**src/rtl/adc_cal_pkg.sv**
```systemverilog
// ---------------------------------------------------------------------------
// adc_cal_pkg
// Shared definitions for the ADC IDELAY tap calibration block:
//   TAP_W   - width of an IDELAY tap value (0..511)
//   LEN_W   - width of a run length (0..512)
//   CNT_W   - width of the settle/sample/strobe cycle counter
//   MAX_TAP - last tap visited by the sweep
//   cal_state_e - calibration FSM states
// ---------------------------------------------------------------------------
package adc_cal_pkg;

    localparam int TAP_W = 9;
    localparam int LEN_W = 10;
    localparam int CNT_W = 16;

    localparam logic [TAP_W-1:0] MAX_TAP = 9'd511;

    typedef enum logic [3:0] {
        IDLE,
        LOAD,
        SETTLE,
        CHECK,
        SAMPLE,
        NEXT,
        CENTER,
        APPLY,
        FINISH
    } cal_state_e;

endpackage

```
**src/rtl/adc_eye_tracker.sv**
```systemverilog
// ---------------------------------------------------------------------------
// adc_eye_tracker
// Tracks the current run of consecutive good taps and keeps the longest run
// seen so far during a sweep.
// Ports:
//   clk10m, rst_IODELAY - clock and asynchronous active-high reset
//   clear      - wipe current and best runs (start of a sweep)
//   step       - one tap has been evaluated; 'good' holds its verdict
//   good       - the evaluated tap passed
//   last       - the evaluated tap is the final one; close any open run
//   tap        - tap number being evaluated
//   best_start - first tap of the longest run
//   best_len   - length of the longest run
// ---------------------------------------------------------------------------
module adc_eye_tracker
    import adc_cal_pkg::*;
(
    input  logic             clk10m,
    input  logic             rst_IODELAY,
    input  logic             clear,
    input  logic             step,
    input  logic             good,
    input  logic             last,
    input  logic [TAP_W-1:0] tap,
    output logic [TAP_W-1:0] best_start,
    output logic [LEN_W-1:0] best_len
);

    logic [TAP_W-1:0] cur_start_q, cur_start_d;
    logic [LEN_W-1:0] cur_len_q,   cur_len_d;
    logic [TAP_W-1:0] best_start_q, best_start_d;
    logic [LEN_W-1:0] best_len_q,   best_len_d;

    logic [TAP_W-1:0] cand_start;
    logic [LEN_W-1:0] cand_len;

    always_ff @(posedge clk10m or posedge rst_IODELAY) begin
        if (rst_IODELAY) begin
            cur_start_q  <= '0;
            cur_len_q    <= '0;
            best_start_q <= '0;
            best_len_q   <= '0;
        end else begin
            cur_start_q  <= cur_start_d;
            cur_len_q    <= cur_len_d;
            best_start_q <= best_start_d;
            best_len_q   <= best_len_d;
        end
    end

    always_comb begin
        cur_start_d  = cur_start_q;
        cur_len_d    = cur_len_q;
        best_start_d = best_start_q;
        best_len_d   = best_len_q;

        // The run as it would stand after including this tap; on the last
        // tap a good verdict must be folded in before the run is closed.
        cand_len   = good ? (cur_len_q + 1'b1) : cur_len_q;
        cand_start = (good && (cur_len_q == '0)) ? tap : cur_start_q;

        if (clear) begin
            cur_start_d  = '0;
            cur_len_d    = '0;
            best_start_d = '0;
            best_len_d   = '0;
        end else if (step) begin
            if (!good || last) begin
                // Strictly longer only, so an equal later run never
                // displaces an earlier one.
                if (cand_len > best_len_q) begin
                    best_start_d = cand_start;
                    best_len_d   = cand_len;
                end
                cur_start_d = '0;
                cur_len_d   = '0;
            end else begin
                cur_start_d = cand_start;
                cur_len_d   = cand_len;
            end
        end
    end

    assign best_start = best_start_q;
    assign best_len   = best_len_q;

endmodule

```
**src/rtl/adc_idelay_tap_cal.sv**
```systemverilog
// ---------------------------------------------------------------------------
// adc_idelay_tap_cal
// Sweeps all 512 IDELAY taps, samples a synchronized test-pattern match flag
// at each tap, finds the longest run of good taps and loads its centre.
// Optional build macro:
//   ADC_CAL_READBACK_EN - when defined, each loaded tap is verified against
//                         a_CNTVALUEOUT; a mismatch aborts with cal_fail.
//                         When undefined, a_CNTVALUEOUT is ignored.
// Ports:
//   clk10m, rst_IODELAY - clock and asynchronous active-high reset
//   start         - one-cycle sweep request (ignored while busy)
//   pattern_ok    - asynchronous pattern match flag from the data domain
//   a_CNTVALUEOUT - registered IDELAY tap readback
//   load          - IDELAY load strobe (two cycles wide)
//   a_CNTVALUEIN  - tap value presented to the IDELAY
//   busy, done, cal_fail - status (done is a level held until next start)
//   eye_start, eye_width, tap_sel - calibration results
// ---------------------------------------------------------------------------
module adc_idelay_tap_cal
    import adc_cal_pkg::*;
#(
    parameter int SETTLE_CYC  = 16,
    parameter int SAMPLE_CYC  = 32,
    parameter int MIN_EYE     = 8,
    parameter int DEFAULT_TAP = 0
)(
    input  logic             clk10m,
    input  logic             rst_IODELAY,
    input  logic             start,
    input  logic             pattern_ok,
    input  logic [TAP_W-1:0] a_CNTVALUEOUT,
    output logic             load,
    output logic [TAP_W-1:0] a_CNTVALUEIN,
    output logic             busy,
    output logic             done,
    output logic             cal_fail,
    output logic [TAP_W-1:0] eye_start,
    output logic [LEN_W-1:0] eye_width,
    output logic [TAP_W-1:0] tap_sel
);

    cal_state_e       state_q, state_d;
    logic [TAP_W-1:0] tap_q, tap_d;
    logic [TAP_W-1:0] cntin_q, cntin_d;
    logic             load_q, load_d;
    logic             busy_q, busy_d;
    logic             done_q, done_d;
    logic             cal_fail_q, cal_fail_d;
    logic [TAP_W-1:0] eye_start_q, eye_start_d;
    logic [LEN_W-1:0] eye_width_q, eye_width_d;
    logic [TAP_W-1:0] tap_sel_q, tap_sel_d;
    logic [CNT_W-1:0] wait_cnt_q, wait_cnt_d;
    logic             good_q, good_d;
    logic             ok_meta_q, ok_meta_d;
    logic             ok_sync_q, ok_sync_d;

    logic             trk_clear;
    logic             trk_step;
    logic             trk_last;
    logic [TAP_W-1:0] best_start;
    logic [LEN_W-1:0] best_len;
    logic [LEN_W-1:0] center_sum;
    logic [TAP_W-1:0] center_tap;

`ifndef ADC_CAL_READBACK_EN
    logic unused_readback;
    assign unused_readback = ^a_CNTVALUEOUT;
`endif

    adc_eye_tracker u_tracker (
        .clk10m      (clk10m),
        .rst_IODELAY (rst_IODELAY),
        .clear       (trk_clear),
        .step        (trk_step),
        .good        (good_q),
        .last        (trk_last),
        .tap         (tap_q),
        .best_start  (best_start),
        .best_len    (best_len)
    );

    always_ff @(posedge clk10m or posedge rst_IODELAY) begin
        if (rst_IODELAY) begin
            state_q     <= IDLE;
            tap_q       <= '0;
            cntin_q     <= '0;
            load_q      <= 1'b0;
            busy_q      <= 1'b0;
            done_q      <= 1'b0;
            cal_fail_q  <= 1'b0;
            eye_start_q <= '0;
            eye_width_q <= '0;
            tap_sel_q   <= '0;
            wait_cnt_q  <= '0;
            good_q      <= 1'b0;
            ok_meta_q   <= 1'b0;
            ok_sync_q   <= 1'b0;
        end else begin
            state_q     <= state_d;
            tap_q       <= tap_d;
            cntin_q     <= cntin_d;
            load_q      <= load_d;
            busy_q      <= busy_d;
            done_q      <= done_d;
            cal_fail_q  <= cal_fail_d;
            eye_start_q <= eye_start_d;
            eye_width_q <= eye_width_d;
            tap_sel_q   <= tap_sel_d;
            wait_cnt_q  <= wait_cnt_d;
            good_q      <= good_d;
            ok_meta_q   <= ok_meta_d;
            ok_sync_q   <= ok_sync_d;
        end
    end

    always_comb begin
        state_d     = state_q;
        tap_d       = tap_q;
        cntin_d     = cntin_q;
        load_d      = 1'b0;
        busy_d      = busy_q;
        done_d      = done_q;
        cal_fail_d  = cal_fail_q;
        eye_start_d = eye_start_q;
        eye_width_d = eye_width_q;
        tap_sel_d   = tap_sel_q;
        wait_cnt_d  = wait_cnt_q;
        good_d      = good_q;
        ok_meta_d   = pattern_ok;
        ok_sync_d   = ok_meta_q;
        trk_clear   = 1'b0;
        trk_step    = 1'b0;
        trk_last    = 1'b0;

        // start + len <= 512 keeps the centre below 512; the carry bit is
        // only a guard so the result can never wrap.
        center_sum = {1'b0, best_start} + (best_len >> 1);
        center_tap = center_sum[TAP_W] ? MAX_TAP : center_sum[TAP_W-1:0];

        case (state_q)
            IDLE: begin
                if (start) begin
                    state_d    = LOAD;
                    tap_d      = '0;
                    cntin_d    = '0;
                    busy_d     = 1'b1;
                    done_d     = 1'b0;
                    cal_fail_d = 1'b0;
                    wait_cnt_d = '0;
                    trk_clear  = 1'b1;
                end
            end

            // Count 0 is the setup cycle with a_CNTVALUEIN already stable,
            // counts 1 and 2 have the registered strobe high, and the value
            // is still held in the cycle after the strobe drops.
            LOAD, APPLY: begin
                if (wait_cnt_q < CNT_W'(2)) begin
                    load_d     = 1'b1;
                    wait_cnt_d = wait_cnt_q + 1'b1;
                end else begin
                    wait_cnt_d = '0;
                    state_d    = (state_q == LOAD) ? SETTLE : FINISH;
                end
            end

            SETTLE: begin
                if (wait_cnt_q == CNT_W'(SETTLE_CYC - 1)) begin
                    wait_cnt_d = '0;
                    state_d    = CHECK;
                end else begin
                    wait_cnt_d = wait_cnt_q + 1'b1;
                end
            end

            CHECK: begin
`ifdef ADC_CAL_READBACK_EN
                if (a_CNTVALUEOUT != cntin_q) begin
                    cal_fail_d = 1'b1;
                    state_d    = FINISH;
                end else begin
                    good_d     = 1'b1;
                    wait_cnt_d = '0;
                    state_d    = SAMPLE;
                end
`else
                good_d     = 1'b1;
                wait_cnt_d = '0;
                state_d    = SAMPLE;
`endif
            end

            SAMPLE: begin
                good_d = good_q & ok_sync_q;
                if (wait_cnt_q == CNT_W'(SAMPLE_CYC - 1)) begin
                    wait_cnt_d = '0;
                    state_d    = NEXT;
                end else begin
                    wait_cnt_d = wait_cnt_q + 1'b1;
                end
            end

            NEXT: begin
                trk_step = 1'b1;
                trk_last = (tap_q == MAX_TAP);
                if (tap_q == MAX_TAP) begin
                    state_d = CENTER;
                end else begin
                    tap_d      = tap_q + 1'b1;
                    cntin_d    = tap_q + 1'b1;
                    wait_cnt_d = '0;
                    state_d    = LOAD;
                end
            end

            CENTER: begin
                if (best_len >= LEN_W'(MIN_EYE)) begin
                    tap_sel_d = center_tap;
                    cntin_d   = center_tap;
                end else begin
                    tap_sel_d  = TAP_W'(DEFAULT_TAP);
                    cntin_d    = TAP_W'(DEFAULT_TAP);
                    cal_fail_d = 1'b1;
                end
                wait_cnt_d = '0;
                state_d    = APPLY;
            end

            FINISH: begin
                eye_start_d = best_start;
                eye_width_d = best_len;
                busy_d      = 1'b0;
                done_d      = 1'b1;
                state_d     = IDLE;
            end

            default: begin
                state_d = IDLE;
            end
        endcase
    end

    assign load         = load_q;
    assign a_CNTVALUEIN = cntin_q;
    assign busy         = busy_q;
    assign done         = done_q;
    assign cal_fail     = cal_fail_q;
    assign eye_start    = eye_start_q;
    assign eye_width    = eye_width_q;
    assign tap_sel      = tap_sel_q;

endmodule

```
**config.mk**
```make
export PLATFORM = sky130hd
export DESIGN_NAME = adc_idelay_tap_cal
export DESIGN_NICKNAME = d
export VERILOG_FILES = /design/src/rtl/adc_cal_pkg.sv /design/src/rtl/adc_eye_tracker.sv /design/src/rtl/adc_idelay_tap_cal.sv
export SDC_FILE = /design/constraint.sdc
export NUM_CORES = 1
export LEC_CHECK = 0
export ABC_AREA = 1
export BUFFER_PORTS_ARGS = -buffer_cell sky130_fd_sc_hd__buf_2
export CORE_ASPECT_RATIO = 0.9
export CORE_UTILIZATION = 25
export CTS_CLUSTER_DIAMETER = 60
export DETAILED_ROUTE_END_ITERATION = 10
export PLACE_DENSITY_LB_ADDON = 0.2
export SLEW_MARGIN = 20
export SYNTH_ARGS = -nofsm -noshare
export SYNTH_HDL_FRONTEND = slang
export SYNTH_HIERARCHICAL = 1
export SYNTH_SLANG_ARGS = --single-unit
```
**constraint.sdc**
```tcl
create_clock -name clk10m -period 4.35 [get_ports clk10m]
set_input_delay 0.6525 -clock clk10m [delete_from_list [all_inputs] [get_ports clk10m]]
set_output_delay 0.6525 -clock clk10m [all_outputs]
set_load 0.01 [all_outputs]
```
==> results of run 1 <==
## cells in the final DEF, fill, tap and decap left out, types with 3 or more instances in the layout
master / netlist / layout
nand3_2: 11 / 11
nor3_2: 3 / 3
clkbuf_16: 0 / 9
ha_1: 24 / 24
nand3_1: 48 / 48
nor2_2: 9 / 9
o21ai_1: 29 / 29
nor3_1: 8 / 8
nor2_4: 3 / 3
o21bai_1: 3 / 3
inv_2: 14 / 14
inv_1: 93 / 92
xor2_1: 7 / 7
buf_2: 7 / 44
nor2_1: 95 / 95
buf_4: 4 / 7
nand2_1: 322 / 322
o211ai_1: 11 / 11
a21oi_1: 21 / 21
nand4_1: 12 / 12
nand2_2: 4 / 4
dfrtp_1: 111 / 111
o21ai_0: 19 / 19
## routing by layer
layer	track usage	share of wire	vias to the layer above
li1	-	-	2874
met2	0.230	0.46	57
met5	0	0	-
met3	0.0241	0.023	16
met1	0.196	0.50	2532
met4	0.0395	0.015	0
## kinds of logic after synthesis
family | after synthesis
adder cells (fa/ha/maj) | 25
buffers and inverters | 131
XOR/XNOR | 9
flip-flops | 111
AND/OR/NAND/NOR | 522
AO/OA/AOI/OAI | 88
## final cells by class
cell class,instances,area (um^2),share of cell area
Timing Repair Buffer,51,273,0.0371
Multi-Input combinational cell,644,3120,0.424
Clock inverter,7,105,0.0143
Sequential cell,111,2780,0.378
Clock buffer,9,225,0.0306
Tap cell,342,428,0.0582
Inverter,111,423,0.0575
## state kept, by name (all words and copies together) (netlist names)
register and cells:
wait_cnt_q 16, eye_width 10, u_tracker/best_len 10, u_tracker/cur_len_q 10, a_CNTVALUEIN 9, eye_start 9, tap_q 9, tap_sel 9
u_tracker/best_start 9, u_tracker/cur_start_q 9, state_q 4, busy 1, cal_fail 1, done 1, good_q 1, load 1
ok_meta_q 1, ok_sync_q 1
## final timing paths
kind | startpoint | endpoint | slack (ns) | cells after the start
worst min-delay path | ok_meta_q | ok_sync_q | 0.36 | 0
min in group asynchronous | rst_IODELAY | u_tracker/cur_start_q[0] | 0.41 | 3
max in group asynchronous | rst_IODELAY | eye_start[6] | 3.00 | 3
worst max-delay path | good_q | u_tracker/best_start[8] | 1.57 | 17
worst max register to register | good_q | u_tracker/best_start[8] | 1.57 | 17
worst min register to register | ok_meta_q | ok_sync_q | 0.36 | 0
## power by group through the flow
stage	clock network [mW]	registers (mW)	logic (mW)
2_1_floorplan	0	1.05	0.0152
3_3_place_gp	0	1.05	0.0270
3_5_place_dp	0	1.05	0.0268
4_1_cts	0.973	1.03	0.0269
5_1_grt	1.01	1.03	0.0297
6_report	0.944	1.03	0.0243
## through the flow
stage,instance area [um^2],instances
2_1_floorplan,6450,886
3_3_place_gp,7020,1259
3_5_place_dp,7020,1259
4_1_cts,7350,1275
5_1_grt,7350,1275
6_report,7350,1275
## worst max-delay path, stage by stage (launching register included)
cell and delay, ns:
dfrtp_1 0.60, nand2_1 0.16, nor2_2 0.19, nand2_1 0.09, nor2_1 0.09, nand3_1 0.07
nand2_1 0.08, inv_1 0.06, ha_1 0.30, nand2_2 0.08, nor2_4 0.13, nand2_2 0.06
o21ai_2 0.12, inv_2 0.06, nand2_4 0.25, inv_4 0.16, nand2_1 0.11, nand2_1 0.05
==> flow_results.xml, run 1 <==
<?xml version="1.0" encoding="UTF-8"?>
<metrics>
  <group name="synth">
    <metric name="synth-xor-area-share" unit="">0.0122</metric>
    <metric name="synth-simple-area-share" unit="">0.346</metric>
    <metric name="synth_fa_ha_area_frac" unit="">0.0497</metric>
    <metric name="syn-cell-area" unit="um^2">6450</metric>
    <metric name="synth_top_family_by_area" unit="">simple AND/OR/NAND/NOR gates</metric>
    <metric name="synth.area.mux_share" unit="">0</metric>
    <metric name="postSynthCellCount" unit="">886</metric>
    <metric name="synth-compound-area-share" unit="">0.0758</metric>
    <metric name="synthesis.yosys.warnings" unit="">6</metric>
    <metric name="dominant_cells_by_area_after_synthesis" unit="">dfrtp_1, nand2_1, nor2_1</metric>
    <metric name="synth_area_per_cell" unit="um^2">7.28</metric>
    <metric name="postSynth.asyncResetShare" unit="">1.00</metric>
    <metric name="yosys.cell_types.count" unit="">38</metric>
    <metric name="synth_seq_area_share" unit="">0.431</metric>
    <metric name="synth_enable_flop_cells" unit="">0</metric>
    <metric name="post-synth-top-area-fraction" unit="">0.431</metric>
    <metric name="yosysTopAreaCell" unit="">dfrtp_1</metric>
    <metric name="dominantRegCellSynth" unit="">dfrtp_1</metric>
    <metric name="yosys_register_bits" unit="">111</metric>
    <metric name="synth.top_cells.by_count" unit="">nand2_1, dfrtp_1, nor2_1</metric>
    <metric name="most_frequently_used_cell_type_in_the_post_synthesis_netlist" unit="">nand2_1</metric>
    <metric name="synth.net_count" unit="">924</metric>
  </group>
  <group name="worst_setup_path">
    <metric name="crit_path_max_fanout" unit="">20</metric>
    <metric name="worst_ep_required_time" unit="ns">4.61</metric>
    <metric name="worstSetupStartpointType" unit="">register</metric>
    <metric name="worstPathArrival" unit="ns">3.04</metric>
    <metric name="timing.setup.critical_path_class" unit="">reg -&gt; reg</metric>
    <metric name="worstSetupEndpointType" unit="">register</metric>
  </group>
  <group name="final_layout">
    <metric name="diodes" unit="">0</metric>
    <metric name="finish.net_count" unit="">966</metric>
    <metric name="layout-drive-gt1-share" unit="">0.126</metric>
    <metric name="layout.core_utilization" unit="">0.291</metric>
    <metric name="areaGrowthSynthToFinish" unit="%">14.0</metric>
    <metric name="fillers" unit="">2784</metric>
  </group>
  <group name="die">
    <metric name="die-width" unit="um">171</metric>
    <metric name="design.core.area" unit="um^2">25300</metric>
    <metric name="floorplan.initialDensity" unit="">0.255</metric>
    <metric name="placementRows" unit="">55</metric>
    <metric name="dieArea" unit="um^2">26500</metric>
    <metric name="floorplan.die.height" unit="um">154</metric>
    <metric name="floorplan.io_pins" unit="">54</metric>
  </group>
  <group name="grt">
    <metric name="total_congestion_overflow_after_global_routing" unit="">0</metric>
    <metric name="grt_first_pass_wirelength" unit="um">29500</metric>
    <metric name="grt_antenna_before_repair" unit="">0</metric>
    <metric name="groute.usage.overall" unit="">0.143</metric>
    <metric name="grt_start_max_net_pins" unit="">50</metric>
    <metric name="vias_in_the_first_global_route" unit="">5438</metric>
  </group>
  <group name="timing">
    <metric name="setup_viol" unit="">0</metric>
    <metric name="relSlewSlack" unit="">0.315</metric>
    <metric name="finalWorstSetupSlack" unit="ns">1.57</metric>
    <metric name="clock_period_minus_final_worst_setup_slack" unit="ns">2.78</metric>
    <metric name="finalHoldViolCount" unit="">0</metric>
    <metric name="timing_worst_slew_pin_value" unit="ns">1.02</metric>
    <metric name="totalNegativeSetupSlack" unit="ns">0</metric>
    <metric name="finalHoldWorstSlack" unit="ns">0.361</metric>
    <metric name="max_freq" unit="GHz">0.360</metric>
    <metric name="rsz0062_at_grt" unit="">no</metric>
    <metric name="finalCritPeriodShare" unit="">0.639</metric>
    <metric name="maxSlewViolCount" unit="">0</metric>
    <metric name="fin_worst_skew" unit="ns">0.0123</metric>
  </group>
  <group name="route">
    <metric name="initialDrtViolationCount" unit="">399</metric>
    <metric name="route.final.wire_length" unit="um">17600</metric>
    <metric name="routed-via-count" unit="">5479</metric>
    <metric name="detail_route.first_pass.iterations" unit="">5</metric>
    <metric name="routedWlPerCell" unit="um">13.8</metric>
    <metric name="antenna_left" unit="">0</metric>
    <metric name="route.detailed.vias_per_inst" unit="">4.30</metric>
    <metric name="route.detailed.drc" unit="">0</metric>
  </group>
  <group name="clock_tree">
    <metric name="clkLatencyLatePin" unit="ns">0.37</metric>
    <metric name="cts_inserted_buffers" unit="">9</metric>
    <metric name="clkSlewWorstSetupHoldPaths" unit="ns">0.08</metric>
    <metric name="cts.hold.buffers_added" unit="">0</metric>
    <metric name="cts_tree" unit="">built</metric>
    <metric name="cts_repair_resize_count" unit="">0</metric>
    <metric name="cts_num_sinks" unit="">111</metric>
    <metric name="ctsHtreeMaxLevel" unit="">3</metric>
    <metric name="post-cts-setup-buffer-count" unit="">0</metric>
    <metric name="clockRootBuffer" unit="">clkbuf_16</metric>
    <metric name="clk_path_buf_depth" unit="">2</metric>
  </group>
  <group name="place">
    <metric name="dpl_worst_slack" unit="ns">1.55</metric>
    <metric name="port_buffers" unit="">44</metric>
    <metric name="dpl.hpwl" unit="um">13000</metric>
    <metric name="weighted_congestion_at_the_end_of_routability_driven_global_placement" unit="">0.828</metric>
  </group>
  <group name="power">
    <metric name="power.switching_fraction" unit="">0.226</metric>
    <metric name="power_density" unit="nW/um^2">272</metric>
    <metric name="combinationalPowerShare" unit="">0.012</metric>
    <metric name="p_int" unit="mW">1.55</metric>
    <metric name="power.net_switching" unit="mW">0.452</metric>
    <metric name="power_frac_clock" unit="">0.472</metric>
    <metric name="sequentialPowerShare" unit="">0.516</metric>
    <metric name="total_power" unit="mW">2.00</metric>
    <metric name="max_vdd_drop" unit="mV">0.179</metric>
    <metric name="power_leakage" unit="nW">4.04</metric>
  </group>
  <group name="run_status">
    <metric name="status" unit="">completed</metric>
  </group>
  <group name="hold_path">
    <metric name="min_path_type" unit="">reg -&gt; reg</metric>
  </group>
  <group name="job">
    <metric name="max-cap-violations" unit="">0</metric>
  </group>
</metrics>
No activity file was read; power rests on OpenSTA's default activity.
==> run 2: changes to the inputs <==
clock period = 2.3 ns   (was 4.35 ns; I/O delays follow)
==> run 2 against run 1 <==
  * The run now ends with setup timing left
  * Critical path depth shrank 4
  * Power grew 72%
  * Worst setup slack worse by 1.6 ns
  * Fmax grew 20%
  * Hold slack worse by 0.32 ns
==> flow_results.xml, run 2 (synthesized netlist as in run 1, its figures left out) <==
<?xml version="1.0" encoding="UTF-8"?>
<metrics>
  <group name="die">
    <metric name="placementRows" unit="">55</metric>
    <metric name="floorplan.die.height" unit="um">154</metric>
    <metric name="design.core.area" unit="um^2">25300</metric>
    <metric name="die-width" unit="um">171</metric>
    <metric name="floorplan.io_pins" unit="">54</metric>
    <metric name="dieArea" unit="um^2">26500</metric>
    <metric name="floorplan.initialDensity" unit="">0.255</metric>
  </group>
  <group name="clock_tree">
    <metric name="clk_path_buf_depth" unit="">2</metric>
    <metric name="cts.hold.buffers_added" unit="">0</metric>
    <metric name="cts_num_sinks" unit="">111</metric>
    <metric name="ctsHtreeMaxLevel" unit="">3</metric>
    <metric name="cts_tree" unit="">built</metric>
    <metric name="clockRootBuffer" unit="">clkbuf_16</metric>
    <metric name="clkSlewWorstSetupHoldPaths" unit="ns">0.07</metric>
    <metric name="clkLatencyLatePin" unit="ns">0.36</metric>
    <metric name="cts_inserted_buffers" unit="">9</metric>
  </group>
  <group name="final_layout">
    <metric name="diodes" unit="">0</metric>
    <metric name="layout.core_utilization" unit="">0.310</metric>
    <metric name="mostFrequentLayoutCell" unit="">nand2_1</metric>
    <metric name="mostFrequentLayoutCells" unit="">nand2_1, dfrtp_1, inv_1, nor2_1, buf_2</metric>
    <metric name="layout-drive-gt1-share" unit="">0.202</metric>
    <metric name="areaGrowthSynthToFinish" unit="%">21.5</metric>
    <metric name="finish.net_count" unit="">1005</metric>
    <metric name="largest_register_ff_count" unit="">16</metric>
    <metric name="largest_register" unit="">wait_cnt_q</metric>
  </group>
  <group name="worst_setup_path">
    <metric name="worstPathArrival" unit="ns">2.58</metric>
    <metric name="cpPeakStageDelay" unit="ns">0.42</metric>
    <metric name="crit_path_max_fanout" unit="">5</metric>
    <metric name="worstSetupEndpointType" unit="">register</metric>
    <metric name="path_cells" unit="">inv_1 -&gt; ha_1 -&gt; nand2_1 -&gt; o21ai_1 -&gt; ha_1 -&gt; inv_1 -&gt; o21bai_1 -&gt; nand3_2 -&gt; nand3_4 -&gt; nand2_8 -&gt; clkbuf_16 -&gt; nand3_2 -&gt; nand2_1</metric>
    <metric name="timing.setup.critical_path_class" unit="">reg -&gt; reg</metric>
    <metric name="timing.reg2reg.setup_slack" unit="ns">-0.03</metric>
    <metric name="worstSetupStartpointType" unit="">register</metric>
    <metric name="critical_path_top_delay_cell" unit="">dfrtp_1</metric>
    <metric name="worst_ep_required_time" unit="ns">2.55</metric>
  </group>
  <group name="timing">
    <metric name="rsz0062_at_grt" unit="">yes</metric>
    <metric name="timing_worst_slew_pin_value" unit="ns">0.590</metric>
    <metric name="finalHoldViolCount" unit="">0</metric>
    <metric name="finalHoldWorstSlack" unit="ns">0.0391</metric>
    <metric name="maxSlewViolCount" unit="">0</metric>
    <metric name="clock_period_minus_final_worst_setup_slack" unit="ns">2.33</metric>
    <metric name="finalWorstSetupSlack" unit="ns">-0.0252</metric>
    <metric name="finalCritPeriodShare" unit="">1.01</metric>
    <metric name="fin_worst_skew" unit="ns">0.0130</metric>
    <metric name="setup_viol" unit="">14</metric>
    <metric name="max_freq" unit="GHz">0.430</metric>
    <metric name="relSlewSlack" unit="">0.606</metric>
  </group>
  <group name="grt">
    <metric name="groute.usage.overall" unit="">0.145</metric>
    <metric name="total_congestion_overflow_after_global_routing" unit="">0</metric>
    <metric name="grt_antenna_before_repair" unit="">0</metric>
    <metric name="grt_start_max_net_pins" unit="">39</metric>
    <metric name="grt_first_pass_wirelength" unit="um">29700</metric>
    <metric name="vias_in_the_first_global_route" unit="">5518</metric>
  </group>
  <group name="route">
    <metric name="routedWlPerCell" unit="um">14.0</metric>
    <metric name="routed-via-count" unit="">5706</metric>
    <metric name="route.detailed.vias_per_inst" unit="">4.35</metric>
    <metric name="route.detailed.drc" unit="">0</metric>
    <metric name="route.final.wire_length" unit="um">18400</metric>
    <metric name="initialDrtViolationCount" unit="">381</metric>
    <metric name="detail_route.first_pass.iterations" unit="">7</metric>
    <metric name="antenna_left" unit="">0</metric>
  </group>
  <group name="job">
    <metric name="max-cap-violations" unit="">0</metric>
  </group>
  <group name="power">
    <metric name="power_density" unit="nW/um^2">440</metric>
    <metric name="max_vdd_drop" unit="mV">0.345</metric>
    <metric name="power_leakage" unit="nW">4.23</metric>
  </group>
  <group name="place">
    <metric name="weighted_congestion_at_the_end_of_routability_driven_global_placement" unit="">0.813</metric>
    <metric name="port_buffers" unit="">44</metric>
    <metric name="dpl.hpwl" unit="um">13700</metric>
    <metric name="dpl_worst_slack" unit="ns">-0.265</metric>
  </group>
  <group name="hold_path">
    <metric name="min_path_type" unit="">in -&gt; async</metric>
  </group>
  <group name="run_status">
    <metric name="violations_in_the_final_reports" unit="">setup timing</metric>
    <metric name="status" unit="">finished with violations</metric>
  </group>
</metrics>
-- run 2: cell count changes in the layout (fill, tap and decap cells not counted), sizes merged --
| cell | previous run | this run |
|---|---|---|
| buf | 51 | 88 |
| bufinv | 2 | 0 |
| clkbuf | 9 | 12 |
| clkinvlp | 1 | 0 |
| inv | 110 | 108 |
| nand2 | 328 | 329 |
-- run 2: area by class of cell --
cell class                      count  area (um^2)
Timing Repair Buffer               89          612
Fill cell                        2774        17400
Tap cell                          342          428
Sequential cell                   111         2780
Multi-Input combinational cell    645         3340
Inverter                          111          432
Clock inverter                      2         10.0
Clock buffer                       11          243
-- run 2: power by group --
| part | switching (mW) | internal, mW | total, mW |
|---|---|---|---|
| registers | 0.000849 | 1.95 | 1.95 |
| logic | 0.0428 | 0.00789 | 0.0507 |
| clock network | 0.698 | 0.745 | 1.44 |
| total | 0.742 | 2.70 | 3.45 |
-- run 2: metrics by stage --
stage	TNS [ns]	cell area [um^2]	std cells	power, mW
5_1_grt	-3.02	7840	1311	3.60
3_3_place_gp	-2.69	7290	1291	2.05
3_5_place_dp	-3.61	7290	1291	2.05
6_report	-0.163	7840	1311	3.45
2_1_floorplan	0	6450	886	2.02
4_1_cts	-0.00793	7600	1307	3.51
-- run 2: path summary, 6_finish.rpt --
check,startpoint,endpoint,depth (start not counted)
setup / recovery,u_tracker/cur_len_q[0],u_tracker/best_start[4],13
hold / removal,rst_IODELAY,eye_start[3],2
setup reg to reg,u_tracker/cur_len_q[0],u_tracker/best_start[4],13
hold reg to reg,ok_meta_q,ok_sync_q,0
max in group asynchronous,rst_IODELAY,tap_q[4],3
min in group clk10m,pattern_ok,ok_meta_q,1
-- run 2: what timing repair did --
action,4_1_cts,5_1_grt
gates cloned,0,2
pin swaps,3,29
gates resized for setup,12,48
setup endpoints to repair,29,52
setup buffers,3,2
-- run 2: per-layer routing --
| metal | vias up | global-route usage | share of wire |
|---|---|---|---|
| li1 | 2953 | - | - |
| met1 | 2687 | 0.205 | 0.52 |
| met2 | 49 | 0.228 | 0.45 |
| met3 | 17 | 0.0276 | 0.026 |
| met4 | 0 | 0.0323 | 0.010 |
| met5 | - | 0 | 0 |
-- run 2: worst max-delay path: cells and delay by family, from the launching register on --
kind,cells,cell delay (ns)
compound gates,2,0.28
fa+ha+maj,2,0.57
buf+inv,3,0.40
flops,1,0.42
simple gates,6,0.55
==> run 3: changes to the inputs <==
CTS_BUF_LIST = sky130_fd_sc_hd__clkbuf_4   (was default)
==> run 3 against run 2 <==
  * The run still ends with setup timing left
  * Cell area down 1.7%
  * Non-clock buffer count increased by 2
  * Flip-flop and latch count is the same
==> flow_results.xml, run 3 (synthesized netlist as in run 1, its figures left out) <==
<?xml version="1.0" encoding="UTF-8"?>
<metrics>
  <group name="clock_tree">
    <metric name="clk_path_buf_depth" unit="">2</metric>
    <metric name="ctsHtreeMaxLevel" unit="">3</metric>
    <metric name="clkLatencyLatePin" unit="ns">0.50</metric>
    <metric name="cts_tree" unit="">built</metric>
    <metric name="clkSlewWorstSetupHoldPaths" unit="ns">0.15</metric>
    <metric name="clockRootBuffer" unit="">clkbuf_4</metric>
    <metric name="cts_num_sinks" unit="">111</metric>
    <metric name="cts_inserted_buffers" unit="">9</metric>
  </group>
  <group name="route">
    <metric name="routed-via-count" unit="">5728</metric>
    <metric name="initialDrtViolationCount" unit="">369</metric>
    <metric name="detail_route.first_pass.iterations" unit="">5</metric>
    <metric name="route.detailed.vias_per_inst" unit="">4.35</metric>
    <metric name="route.final.wire_length" unit="um">18300</metric>
    <metric name="routedWlPerCell" unit="um">13.9</metric>
    <metric name="route.detailed.drc" unit="">0</metric>
    <metric name="antenna_left" unit="">0</metric>
  </group>
  <group name="die">
    <metric name="die-width" unit="um">171</metric>
    <metric name="floorplan.initialDensity" unit="">0.255</metric>
    <metric name="placementRows" unit="">55</metric>
    <metric name="dieArea" unit="um^2">26500</metric>
    <metric name="floorplan.io_pins" unit="">54</metric>
    <metric name="floorplan.die.height" unit="um">154</metric>
    <metric name="design.core.area" unit="um^2">25300</metric>
  </group>
  <group name="power">
    <metric name="max_vdd_drop" unit="mV">0.173</metric>
    <metric name="power_leakage" unit="nW">4.17</metric>
    <metric name="sequentialPowerShare" unit="">0.684</metric>
    <metric name="p_int" unit="mW">2.18</metric>
    <metric name="power_density" unit="nW/um^2">371</metric>
    <metric name="combinationalPowerShare" unit="">0.019</metric>
    <metric name="power_frac_clock" unit="">0.298</metric>
    <metric name="power.net_switching" unit="mW">0.684</metric>
    <metric name="power.switching_fraction" unit="">0.239</metric>
    <metric name="total_power" unit="mW">2.86</metric>
  </group>
  <group name="timing">
    <metric name="fin_worst_skew" unit="ns">0.0284</metric>
    <metric name="rsz0062_at_grt" unit="">yes</metric>
    <metric name="finalHoldWorstSlack" unit="ns">0.257</metric>
    <metric name="finalHoldViolCount" unit="">0</metric>
    <metric name="timing_worst_slew_pin_value" unit="ns">0.610</metric>
    <metric name="maxSlewViolCount" unit="">0</metric>
    <metric name="max_freq" unit="GHz">0.432</metric>
    <metric name="setup_viol" unit="">6</metric>
    <metric name="relSlewSlack" unit="">0.593</metric>
    <metric name="clock_period_minus_final_worst_setup_slack" unit="ns">2.31</metric>
    <metric name="finalWorstSetupSlack" unit="ns">-0.0127</metric>
    <metric name="finalCritPeriodShare" unit="">1.01</metric>
  </group>
  <group name="job">
    <metric name="max-cap-violations" unit="">0</metric>
  </group>
  <group name="worst_setup_path">
    <metric name="worst_ep_required_time" unit="ns">2.74</metric>
    <metric name="worstSetupStartpointType" unit="">register</metric>
    <metric name="worstSetupEndpointType" unit="">register</metric>
    <metric name="worstPathArrival" unit="ns">2.75</metric>
    <metric name="crit_path_max_fanout" unit="">5</metric>
    <metric name="timing.setup.critical_path_class" unit="">reg -&gt; reg</metric>
  </group>
  <group name="grt">
    <metric name="grt_first_pass_wirelength" unit="um">29700</metric>
    <metric name="groute.usage.overall" unit="">0.145</metric>
    <metric name="vias_in_the_first_global_route" unit="">5524</metric>
    <metric name="total_congestion_overflow_after_global_routing" unit="">0</metric>
    <metric name="grt_antenna_before_repair" unit="">1</metric>
    <metric name="grt_start_max_net_pins" unit="">39</metric>
  </group>
  <group name="final_layout">
    <metric name="mostFrequentLayoutCell" unit="">nand2_1</metric>
    <metric name="fillers" unit="">2798</metric>
    <metric name="mostFrequentLayoutCells" unit="">nand2_1, dfrtp_1, inv_1, nor2_1, buf_2</metric>
    <metric name="largest_register_ff_count" unit="">16</metric>
    <metric name="finish.net_count" unit="">1007</metric>
    <metric name="design_area" unit="um^2">7710</metric>
    <metric name="areaGrowthSynthToFinish" unit="%">19.5</metric>
    <metric name="layout-drive-gt1-share" unit="">0.202</metric>
    <metric name="largest_register" unit="">wait_cnt_q</metric>
  </group>
  <group name="hold_path">
    <metric name="min_path_type" unit="">in -&gt; reg</metric>
  </group>
  <group name="run_status">
    <metric name="status" unit="">finished with violations</metric>
    <metric name="violations_in_the_final_reports" unit="">setup timing</metric>
  </group>
  <group name="place">
    <metric name="dpl-instance-area" unit="um^2">7290</metric>
    <metric name="port_buffers" unit="">44</metric>
    <metric name="dpl.hpwl" unit="um">13700</metric>
    <metric name="weighted_congestion_at_the_end_of_routability_driven_global_placement" unit="">0.813</metric>
  </group>
</metrics>
==> run 3: per-stage QoR <==
stage	TNS, ns	worst slack (ns)	std cells	util
2_1_floorplan	0	0.0823	886	-
3_3_place_gp	-2.69	-0.194	1291	0.289
3_5_place_dp	-3.61	-0.265	1291	0.289
5_1_grt	-3.48	-0.224	1316	0.305
6_report	-0.0415	-0.0127	1316	0.305
4_1_cts	-0.0414	-0.0121	1309	0.295
==> run 3: area by class of cell <==
class | instances | area [um^2] | share of cell area
clock buffer | 10 | 75.1 | 0.00974
inverter | 111 | 433 | 0.0562
antenna | 3 | 7.51 | 0.000974
clock inverter | 3 | 13.8 | 0.00179
timing repair buffer | 91 | 628 | 0.0815
sequential | 111 | 2780 | 0.361
tap | 342 | 428 | 0.0555
multi-input combinational | 645 | 3340 | 0.434
==> run 3: worst paths after layout <==
path	startpoint	end	slack, ns	cells after the start
worst min-delay path	start	done	0.26	4
min in group asynchronous	rst_IODELAY	eye_start[3]	0.43	3
max in group asynchronous	rst_IODELAY	tap_q[4]	1.15	4
worst max register to register	good_q	u_tracker/best_len[1]	-0.01	17
worst max-delay path	good_q	u_tracker/best_len[1]	-0.01	17
worst min register to register	ok_meta_q	ok_sync_q	0.38	0
==> run 3: layer usage <==
metal	global-route usage	wire [um]
met1	0.205	9300
met2	0.226	8230
met3	0.0292	590
met4	0.0357	206
met5	0	0
==> run 3: power by group through the flow <==
stage	sequential (mW)	combinational [mW]	clock, mW
finish	1.96	0.0535	0.851
CTS	1.96	0.0573	0.912
detailed placement	1.99	0.0546	0
global route	1.96	0.0639	0.984
global placement	1.99	0.0556	0
floorplan	1.99	0.0288	0
==> run 3: worst max-delay path: stages, from the launching register on <==
cell and delay (ns):
dfrtp_2 0.46, nand2_2 0.09, nor2_4 0.14, nand2_2 0.08, nor2_4 0.11, nand3_2 0.06, nand2_2 0.09, inv_1 0.07
ha_4 0.28, nand2_4 0.06, nor2_4 0.14, nand2_2 0.06, o21ai_2 0.14, inv_2 0.08, nand2_8 0.12, buf_6 0.14
nand3_2 0.05, nand2_1 0.08
==> run 3: timing repair <==
item / in CTS / in global routing
setup buffers: 3 / 2
endpoints found under the setup margin: 31 / 53
gates cloned: 0 / 2
gates resized for setup: 11 / 47
hold buffers: 2 / 0
hold endpoints to repair: 65 / 0
pin swaps: 9 / 19
